===== src/rtl/uart_core_cfg.sv =====
// Parametrised full-duplex UART core.
// TX: valid/ready byte input, serialised as start, data LSB first, optional parity, stop bit(s).
// RX: 2-flop synchroniser, mid-bit sampling FSM, first-word fall-through FIFO with
//     per-entry parity/frame error flags and a sticky overrun flag.
//
// Handshakes (both directions): a transfer happens on a rising clock edge where
// valid and ready are both high. TX: ready is high only while the TX FSM is idle,
// and the byte on s_tx_data_i is latched on the accepting edge. RX: valid means the
// FIFO is not empty; the head entry is held stable until the consumer raises ready.
module uart_core_cfg #(
  parameter int CLK_DIV   = 10400,
  parameter int DATA_BITS = 8,
  parameter int PARITY    = 0,
  parameter int STOP_BITS = 1,
  parameter int RX_DEPTH  = 4
) (
  input  logic       s_clk_i,
  input  logic       s_resetn_i,
  input  logic       s_rxd_i,
  output logic       s_txd_o,
  input  logic       s_tx_valid_i,
  input  logic [7:0] s_tx_data_i,
  output logic       s_tx_ready_o,
  output logic       s_rx_valid_o,
  output logic [7:0] s_rx_data_o,
  output logic       s_rx_perr_o,
  output logic       s_rx_ferr_o,
  input  logic       s_rx_ready_i,
  output logic       s_rx_overrun_o,
  input  logic       s_clear_i,
  output logic       s_busy_o
);

  localparam int CW = $clog2(CLK_DIV);
  localparam int BW = $clog2(DATA_BITS);
  localparam int PW = $clog2(RX_DEPTH);
  localparam int NW = PW + 1;

  localparam logic [CW-1:0] BIT_END  = CW'(CLK_DIV - 1);
  localparam logic [CW-1:0] HALF_END = CW'(CLK_DIV / 2 - 1);
  localparam logic [BW-1:0] LAST_BIT = BW'(DATA_BITS - 1);

  typedef enum logic [2:0] {
    TX_IDLE, TX_START, TX_DATA, TX_PARITY, TX_STOP
  } tx_state_e;

  typedef enum logic [2:0] {
    RX_IDLE, RX_START, RX_DATA, RX_PARITY, RX_STOP, RX_WAIT_HIGH
  } rx_state_e;

  // ---------------------------------------------------------------- TX
  tx_state_e            tx_state_q;
  logic [CW-1:0]        tx_cnt_q;
  logic [BW-1:0]        tx_bit_q;
  logic [DATA_BITS-1:0] tx_shift_q;
  logic                 tx_par_q;
  logic                 tx_stop_q;
  logic                 txd_q;
  logic                 tx_par_bit;

  // Parity of the payload bits only; odd parity is the inverse of even.
  always_comb begin
    tx_par_bit = ^s_tx_data_i[DATA_BITS-1:0];
    if (PARITY == 2) tx_par_bit = ~tx_par_bit;
  end

  // TX FSM: each bit lasts CLK_DIV cycles; the line value is registered with the state.
  always_ff @(posedge s_clk_i or negedge s_resetn_i) begin
    if (!s_resetn_i) begin
      tx_state_q <= TX_IDLE;
      tx_cnt_q   <= '0;
      tx_bit_q   <= '0;
      tx_shift_q <= '0;
      tx_par_q   <= 1'b0;
      tx_stop_q  <= 1'b0;
      txd_q      <= 1'b1;
    end else begin
      case (tx_state_q)
        TX_IDLE: begin
          if (s_tx_valid_i) begin
            tx_state_q <= TX_START;
            tx_cnt_q   <= '0;
            tx_shift_q <= s_tx_data_i[DATA_BITS-1:0];
            tx_par_q   <= tx_par_bit;
            txd_q      <= 1'b0;
          end
        end
        default: begin
          if (tx_cnt_q != BIT_END) begin
            tx_cnt_q <= tx_cnt_q + 1'b1;
          end else begin
            tx_cnt_q <= '0;
            case (tx_state_q)
              TX_START: begin
                tx_state_q <= TX_DATA;
                tx_bit_q   <= '0;
                txd_q      <= tx_shift_q[0];
              end
              TX_DATA: begin
                if (tx_bit_q == LAST_BIT) begin
                  if (PARITY != 0) begin
                    tx_state_q <= TX_PARITY;
                    txd_q      <= tx_par_q;
                  end else begin
                    tx_state_q <= TX_STOP;
                    tx_stop_q  <= 1'b0;
                    txd_q      <= 1'b1;
                  end
                end else begin
                  tx_bit_q   <= tx_bit_q + 1'b1;
                  tx_shift_q <= tx_shift_q >> 1;
                  txd_q      <= tx_shift_q[1];
                end
              end
              TX_PARITY: begin
                tx_state_q <= TX_STOP;
                tx_stop_q  <= 1'b0;
                txd_q      <= 1'b1;
              end
              TX_STOP: begin
                if (STOP_BITS == 2 && !tx_stop_q) tx_stop_q <= 1'b1;
                else                              tx_state_q <= TX_IDLE;
              end
              default: tx_state_q <= TX_IDLE;
            endcase
          end
        end
      endcase
    end
  end

  // ---------------------------------------------------------------- RX
  rx_state_e            rx_state_q;
  logic [CW-1:0]        rx_cnt_q;
  logic [BW-1:0]        rx_bit_q;
  logic [DATA_BITS-1:0] rx_shift_q;
  logic                 rx_perr_q;
  logic                 rx_meta_q;
  logic                 rx_sync_q;
  logic                 rx_par_exp;
  logic                 rx_push;
  logic [7:0]           rx_data_ext;
  logic [9:0]           rx_entry;

  // Two-flop synchroniser for the asynchronous serial input; idles high.
  always_ff @(posedge s_clk_i or negedge s_resetn_i) begin
    if (!s_resetn_i) begin
      rx_meta_q <= 1'b1;
      rx_sync_q <= 1'b1;
    end else begin
      rx_meta_q <= s_rxd_i;
      rx_sync_q <= rx_meta_q;
    end
  end

  // Expected parity bit, zero-extended payload and the FIFO entry built at the stop sample.
  always_comb begin
    rx_par_exp = ^rx_shift_q;
    if (PARITY == 2) rx_par_exp = ~rx_par_exp;
    rx_data_ext = '0;
    rx_data_ext[DATA_BITS-1:0] = rx_shift_q;
    rx_entry = {~rx_sync_q, rx_perr_q, rx_data_ext};
    rx_push  = (rx_state_q == RX_STOP) && (rx_cnt_q == BIT_END);
  end

  // RX FSM: start checked at half a bit, later bits one full bit period apart.
  always_ff @(posedge s_clk_i or negedge s_resetn_i) begin
    if (!s_resetn_i) begin
      rx_state_q <= RX_IDLE;
      rx_cnt_q   <= '0;
      rx_bit_q   <= '0;
      rx_shift_q <= '0;
      rx_perr_q  <= 1'b0;
    end else begin
      case (rx_state_q)
        RX_IDLE: begin
          if (!rx_sync_q) begin
            rx_state_q <= RX_START;
            rx_cnt_q   <= '0;
          end
        end
        RX_START: begin
          if (rx_cnt_q != HALF_END) begin
            rx_cnt_q <= rx_cnt_q + 1'b1;
          end else begin
            rx_cnt_q <= '0;
            if (rx_sync_q) begin
              rx_state_q <= RX_IDLE;
            end else begin
              rx_state_q <= RX_DATA;
              rx_bit_q   <= '0;
              rx_perr_q  <= 1'b0;
            end
          end
        end
        RX_DATA: begin
          if (rx_cnt_q != BIT_END) begin
            rx_cnt_q <= rx_cnt_q + 1'b1;
          end else begin
            rx_cnt_q   <= '0;
            rx_shift_q <= {rx_sync_q, rx_shift_q[DATA_BITS-1:1]};
            if (rx_bit_q == LAST_BIT) rx_state_q <= (PARITY != 0) ? RX_PARITY : RX_STOP;
            else                      rx_bit_q   <= rx_bit_q + 1'b1;
          end
        end
        RX_PARITY: begin
          if (rx_cnt_q != BIT_END) begin
            rx_cnt_q <= rx_cnt_q + 1'b1;
          end else begin
            rx_cnt_q   <= '0;
            rx_perr_q  <= rx_sync_q ^ rx_par_exp;
            rx_state_q <= RX_STOP;
          end
        end
        RX_STOP: begin
          if (rx_cnt_q != BIT_END) begin
            rx_cnt_q <= rx_cnt_q + 1'b1;
          end else begin
            rx_cnt_q   <= '0;
            rx_state_q <= rx_sync_q ? RX_IDLE : RX_WAIT_HIGH;
          end
        end
        RX_WAIT_HIGH: begin
          if (rx_sync_q) rx_state_q <= RX_IDLE;
        end
        default: rx_state_q <= RX_IDLE;
      endcase
    end
  end

  // ---------------------------------------------------------------- RX FIFO
  logic [9:0]    mem_q [RX_DEPTH];
  logic [PW-1:0] wr_ptr_q, rd_ptr_q;
  logic [NW-1:0] count_q, count_d;
  logic          overrun_q;
  logic          fifo_full, pop, push_ok, ovr_evt;

  // A push into a full FIFO still lands if the head is popped on the same edge.
  always_comb begin
    fifo_full = (count_q == NW'(RX_DEPTH));
    pop       = (count_q != '0) && s_rx_ready_i;
    push_ok   = rx_push && (!fifo_full || pop);
    ovr_evt   = rx_push && fifo_full && !pop;
    count_d   = count_q;
    case ({push_ok, pop})
      2'b10:   count_d = count_q + 1'b1;
      2'b01:   count_d = count_q - 1'b1;
      default: count_d = count_q;
    endcase
  end

  // Storage array; written only on an accepted push.
  always_ff @(posedge s_clk_i) begin
    if (push_ok) mem_q[wr_ptr_q] <= rx_entry;
  end

  // Pointers, occupancy and the sticky overrun flag (set beats clear).
  always_ff @(posedge s_clk_i or negedge s_resetn_i) begin
    if (!s_resetn_i) begin
      wr_ptr_q  <= '0;
      rd_ptr_q  <= '0;
      count_q   <= '0;
      overrun_q <= 1'b0;
    end else begin
      if (push_ok) wr_ptr_q <= wr_ptr_q + 1'b1;
      if (pop)     rd_ptr_q <= rd_ptr_q + 1'b1;
      count_q <= count_d;
      if (ovr_evt)        overrun_q <= 1'b1;
      else if (s_clear_i) overrun_q <= 1'b0;
    end
  end

  assign s_txd_o        = txd_q;
  assign s_tx_ready_o   = (tx_state_q == TX_IDLE);
  assign s_rx_valid_o   = (count_q != '0);
  assign s_rx_data_o    = mem_q[rd_ptr_q][7:0];
  assign s_rx_perr_o    = mem_q[rd_ptr_q][8];
  assign s_rx_ferr_o    = mem_q[rd_ptr_q][9];
  assign s_rx_overrun_o = overrun_q;
  assign s_busy_o       = (tx_state_q != TX_IDLE) || (rx_state_q != RX_IDLE);

endmodule

===== config.mk =====
export PLATFORM = sky130hd
export DESIGN_NAME = uart_core_cfg
export DESIGN_NICKNAME = d
export VERILOG_FILES = /design/src/rtl/uart_core_cfg.sv
export SDC_FILE = /design/constraint.sdc
export NUM_CORES = 1
export LEC_CHECK = 0
export ABC_AREA = 1
export CORE_MARGIN = 5
export CORE_UTILIZATION = 55
export DETAILED_ROUTE_END_ITERATION = 8
export GPL_TIMING_DRIVEN = 0
export PLACE_DENSITY = 0.79
export SETUP_SLACK_MARGIN = 0.02
export SYNTH_ARGS = -nofsm -noshare
export SYNTH_HDL_FRONTEND = slang
export SYNTH_SLANG_ARGS = --single-unit

===== constraint.sdc =====
create_clock -name s_clk_i -period 3.5 [get_ports s_clk_i]
set_input_delay 1.05 -clock s_clk_i [delete_from_list [all_inputs] [get_ports s_clk_i]]
set_output_delay 1.05 -clock s_clk_i [all_outputs]
set_load 0.005 [all_outputs]

Word level (Yosys, flattened, before mapping). Memories as Yosys holds them, arrays and structs flattened. Index checks and enable logic that the tools add are counted. Widths: inputs -> output; s select.

Register bits after elaboration: 68. Bits in latches: 0. Memory bits (writable): 40. Memory bits (read-only): 0. Input port bits: 14. Output and inout bits: 15. Word-level logic and storage cells: 142. Memories: 1.

$add $sub $neg: 8. Multipliers: 0. Divide/modulo/power cells: 0. $lt $le $gt $ge: 0. Equal/unequal tests: 31. Shift-type cells: 0. Muxes and demuxes: 48. Bitwise logic cells: 5. Reduce and logical (&&, ||, !) cells: 33.

Memory list: mem_q (depth 4, width 10, read ports 1, clocked after memory_dff 0, wr ports 1, RTL line 232) `logic [9:0] mem_q [RX_DEPTH];`.

Operators by type and width (number): $mux 14 (6); $mux 3 (17); $pmux 14 s3 (1); $mux 8 (5); $add 14x1->14 const B (2); $ne 14x14->1 const B (2); $ne 2x2->1 const B (13); $pmux 3 s2 (3); $pmux 3 s6 (1); $eq 3x3->1 const B (5); $eq 14x14->1 const B (1); $ne 14x13->1 const B (1); $eq 3x2->1 const B (4); $reduce_and 4->1 (3); $reduce_bool 2->1 (6); $reduce_bool 3->1 (4); $mux 1 (11); $add 3x1->3 const B (3); $pmux 3 s3 (1); $reduce_xor 8->1 (1); $reduce_and 7->1 (1); $eq 3x1->1 const B (2); $logic_not 3->1 (2); $reduce_and 3->1 (2); other kinds (17) (28).

Depth between registers and ports, before layout.
Depth after elaboration: 6. Depth in mapped cells: 12. Depth with buffers taken out: 12.

Worst setup path after synthesis. OpenSTA, ideal clock, no wires.

Kind: input-to-reg. From: input port s_rx_ready_i. To: register count_q[2]. Library setup time: 0.131 ns. Arrival time: 2.319 ns. Required time: 3.369 ns. Setup slack: 1.050 ns. Stages on the path: 9. Path buffers: 0. Path through: inv_1 nand3_1 nand3_1 ha_1 inv_1 fa_1 a21oi_1 o21ai_0 xor2_1.

Cells in the longest elaborated chain, start to end: 5. Elaborated cells between the ends (all ways): 7. Those cells by class: eq/ne: 2; mux: 1; reduce/logical: 4.

Ends and longest elaborated chain: start: declaration (RTL line 28) `input logic s_rx_ready_i,`; $logic_and 1x1->1 * (RTL line 241) `pop = (count_q != '0) && s_rx_ready_i;`; $logic_or 1x1->1 (RTL line 242) `push_ok = rx_push && (!fifo_full || pop);`; $logic_and 1x1->1 (RTL line 242); $eq 2x1->1 or $eq 2x2->1 (tied branches) (RTL line 245) `case ({push_ok, pop})`; $pmux 3 s2 or $reduce_bool 2->1 (tied branches); end signal: assignment (RTL line 267) `count_q <= count_d;`; end: declaration (RTL line 234) `logic [NW-1:0] count_q, count_d;`.

Mark *: on every way between the ends. The rest lies on a longest branch, timed or not. A chain may end at the register's enable or synchronous reset.

Worst setup path in the final report.
From: register rd_ptr_q[0]. To: output port s_rx_data_o[5].

Cells in the longest elaborated chain, start to end: 1.

Ends and longest elaborated chain: start: declaration (RTL line 233) `logic [PW-1:0] wr_ptr_q, rd_ptr_q;`; start signal: assignment (RTL line 266) `if (pop) rd_ptr_q <= rd_ptr_q + 1'b1;`; $mem_v2 4x10; end: declaration (RTL line 25) `output logic [7:0] s_rx_data_o,`.

No other way between the ends.

==> impl_metrics.toml <==
[status]
status = "completed"

[grt]
antenna_found_initial = 0
overflow = 0
grt_pass1_vias = 4173
grt_pass1_wl_um = 18700
grt_max_degree = 69
grt.total_usage = 0.183

[sta]
fin_hold_ws_ps = 369
fmaxAchievable_mhz = 312
final.min_clock_period_ps = 3200
setup_violations = 0
tightest_slew_ps = 974
hold_violations = 0
slew_viol_final = 0
maxSlewHeadroom = 0.348
post-route-period-util = 0.915
clock_skew_ps = 13.0
rsz0062_at_grt = "no"

[routing]
wl_met2_um = 5430
antenna_left = 0
routed-wl-met3_um = 431
drt-total-wl_um = 10900
drcViolationCount = 0
dr.pass1.iters = 5
viasPerCell = 5.32
wl_per_cell_um = 13.6
first_iter_violations = 323
top_layer = "met4"
vias = 4274
wl_met1_um = 4850

[synthesis]
synth_edf_count = 40
synth_fp_nets = 652
yosys_warnings = 0
yosys.area.top_type_share = 0.293
synthTopCellsByArea = "dfrtp_1, edfxtp_1, nand2_1"
syn_inst = 626
netlist_top_cells_count = "nand2_1, nor2_1, inv_1, dfrtp_1, edfxtp_1"
synth_area_per_cell_um2 = 8.87
ys_seq_area_frac = 0.524
ys_ff_latch = 108
asyncSetResetFlopFracSynth = 0.630
synth_cell_types = 40
synth_flop_cell = "dfrtp_1"
synth_most_common_cell = "nand2_1"
syn-cell-area_um2 = 5550
synth_top_area_cell = "dfrtp_1"

[floorplanning]
start_util = 0.565
ios = 29
chipWidth_um = 110
die_area_um2 = 12200
core_area_um2 = 9820
rows = 36
fp.dieH_um = 110

[cts]
cts_tree = "done"
root_buffer = "clkbuf_8"
post_cts_buffers = 0
cts_sinks = 108
h-tree-depth = 3
clk_latency_ps = 370
numCtsBuffers = 9
ctsHoldBuffers = 0
cts-resized-gates = 0
clkTransAtPathRegs_ps = 90
clockBufferDepth = 2

[final_layout]
area_growth_pct = 11.6
drive_above_1_share = 0.103
final_nets = 691
fillers = 843
diodes = 0
utilization = 0.631

[critical_path]
rr_worst_depth = 7
cp-start-kind = "flop"
reg2reg_to = "mem_q[1][9]$_DFFE_PP_"
worstPathCellList = "clkbuf_1 -> o21ai_0 -> o22ai_1 -> clkdlybuf4s50_1"
crit_path_max_fanout = 10
rrSetupSlack_ps = 940
critPathTopFamily = "buffers and inverters"
worstPathArrival_ps = 2150
slowest_delay_ps = 550
cp_num_buf_inv = 2
cp-end-kind = "primary output"
crit_slowest_cell = "clkdlybuf4s50_1"
crit_required_ps = 2450
crit_type = "flop to primary output"
reg2reg_from = "rx_cnt_q[0]$_DFFE_PN0P_"

[power]
leakagePower_uw = 0.00284
power.density_nw_per_um2 = 442
vdd_drop_max_mv = 0.236

[min_path]
hold_path_startpoint = "rx_meta_q$_DFF_PN1_"
hold_class = "flop to flop"
min_path_cells = 0
whs_endpoint = "rx_sync_q$_DFF_PN1_"

[placement]
dp_hpwl_um = 7680
io_buffers = 28
globalplace.congestion = 0.908

[run]
drv_cap = 0
==> through the flow <==
stage | instance area, µm² | power, µW | worst slack (ps) | cells | TNS [ps]
floorplan | 5550 | 1700 | 1050 | 626 | 0
global placement | 6000 | 1970 | -924 | 787 | -60230
detailed placement | 5990 | 2000 | 423 | 787 | 0
CTS | 6190 | 2760 | 253 | 803 | 0
global route | 6190 | 2880 | 183 | 803 | 0
finish | 6190 | 2740 | 299 | 803 | 0
==> worst max-delay path by stage <==
stage	from	end	slack, ps	cells past startpoint
after CTS	rd_ptr_q[0]$_DFFE_PN0P_	s_rx_data_o[1]	250	4
after global routing	rd_ptr_q[0]$_DFFE_PN0P_	s_rx_data_o[5]	180	4
after detailed placement	s_rx_ready_i	mem_q[0][4]$_DFFE_PP_	420	5
after global placement	s_resetn_i	tx_cnt_q[5]$_DFFE_PN0P_	-920	1
final	rd_ptr_q[0]$_DFFE_PN0P_	s_rx_data_o[5]	300	4
after floorplan	s_rx_ready_i	count_q[2]$_DFFE_PN0P_	1050	9
==> sequential cells by signal, summed over array words and instances (netlist names) <==
signal and cells:
mem_q 40, rx_cnt_q 14, tx_cnt_q 14, rx_data_ext 8, tx_shift_q 8, count_q 3
rx_bit_q 3, rx_state_q 3, tx_bit_q 3, tx_state_q 3, rd_ptr_q 2, wr_ptr_q 2
rx_meta_q 1, rx_perr_q 1, rx_sync_q 1, s_rx_overrun_o 1, s_txd_o 1
==> placed cells by master, fill, tap and decap left out, drive strengths merged <==
cell and n:
nand4 13, nor2 96, dfstp 3, nand2 161, nand3b 1, dfrtp 65
xnor2 5, a21oi 9, clkinv 5, inv 75, o21ai 51, nand3 37
clkdlybuf4s50 27, xor2 16, edfxtp 40, buf 8, o21a 1, a21boi 1
ha 11, fa 1, o22ai 18, nor3 7, o211ai 2, bufinv 1
clkinvlp 1, o32ai 1, clkbuf 14
==> metal layers <==
| layer | vias to the layer above | track usage |
|---|---|---|
| li1 | 2117 | - |
| met1 | 2028 | 0.236 |
| met5 | - | 0 |
| met2 | 111 | 0.309 |
| met4 | 0 | 0.0796 |
| met3 | 18 | 0.0257 |
==> worst register-to-register path, delay by kind of cell (launching register included) <==
family	cells	cell delay [ps]
flops	1	450
simple gates	5	1460
buf+inv	1	50
fa+ha+maj	1	220
==> report_power, final <==
group / leakage, µW / internal, µW / total (µW) / switching, µW
logic: 0.00140 / 285 / 604 / 319
registers: 0.00134 / 1340 / 1360 / 27.1
clock network: 0.000101 / 336 / 771 / 435
==> kinds of logic (layout without fill, tap and decap cells) <==
group                    count (synthesis)  count (layout)  share of synthesized area
buffers and inverters                   87             131                     0.0685
adder cells (fa/ha/maj)                 12              12                     0.0284
AO/OA/AOI/OAI                           83              83                     0.0938
flip-flops                             108             108                      0.524
AND/OR/NAND/NOR                        315             315                      0.252
XOR/XNOR                                21              21                     0.0331
==> area by class of cell <==
class / count / area, µm² / share of cell area
buffer: 12 / 86.3 / 0.0139
clock buffer: 9 / 124 / 0.0200
clock inverter: 7 / 76.3 / 0.0123
inverter: 75 / 294 / 0.0475
multi-input combinational: 431 / 2260 / 0.365
sequential: 108 / 2910 / 0.469
tap: 133 / 166 / 0.0269
timing repair buffer: 28 / 278 / 0.0448
Power figures use the tool's default switching activity.
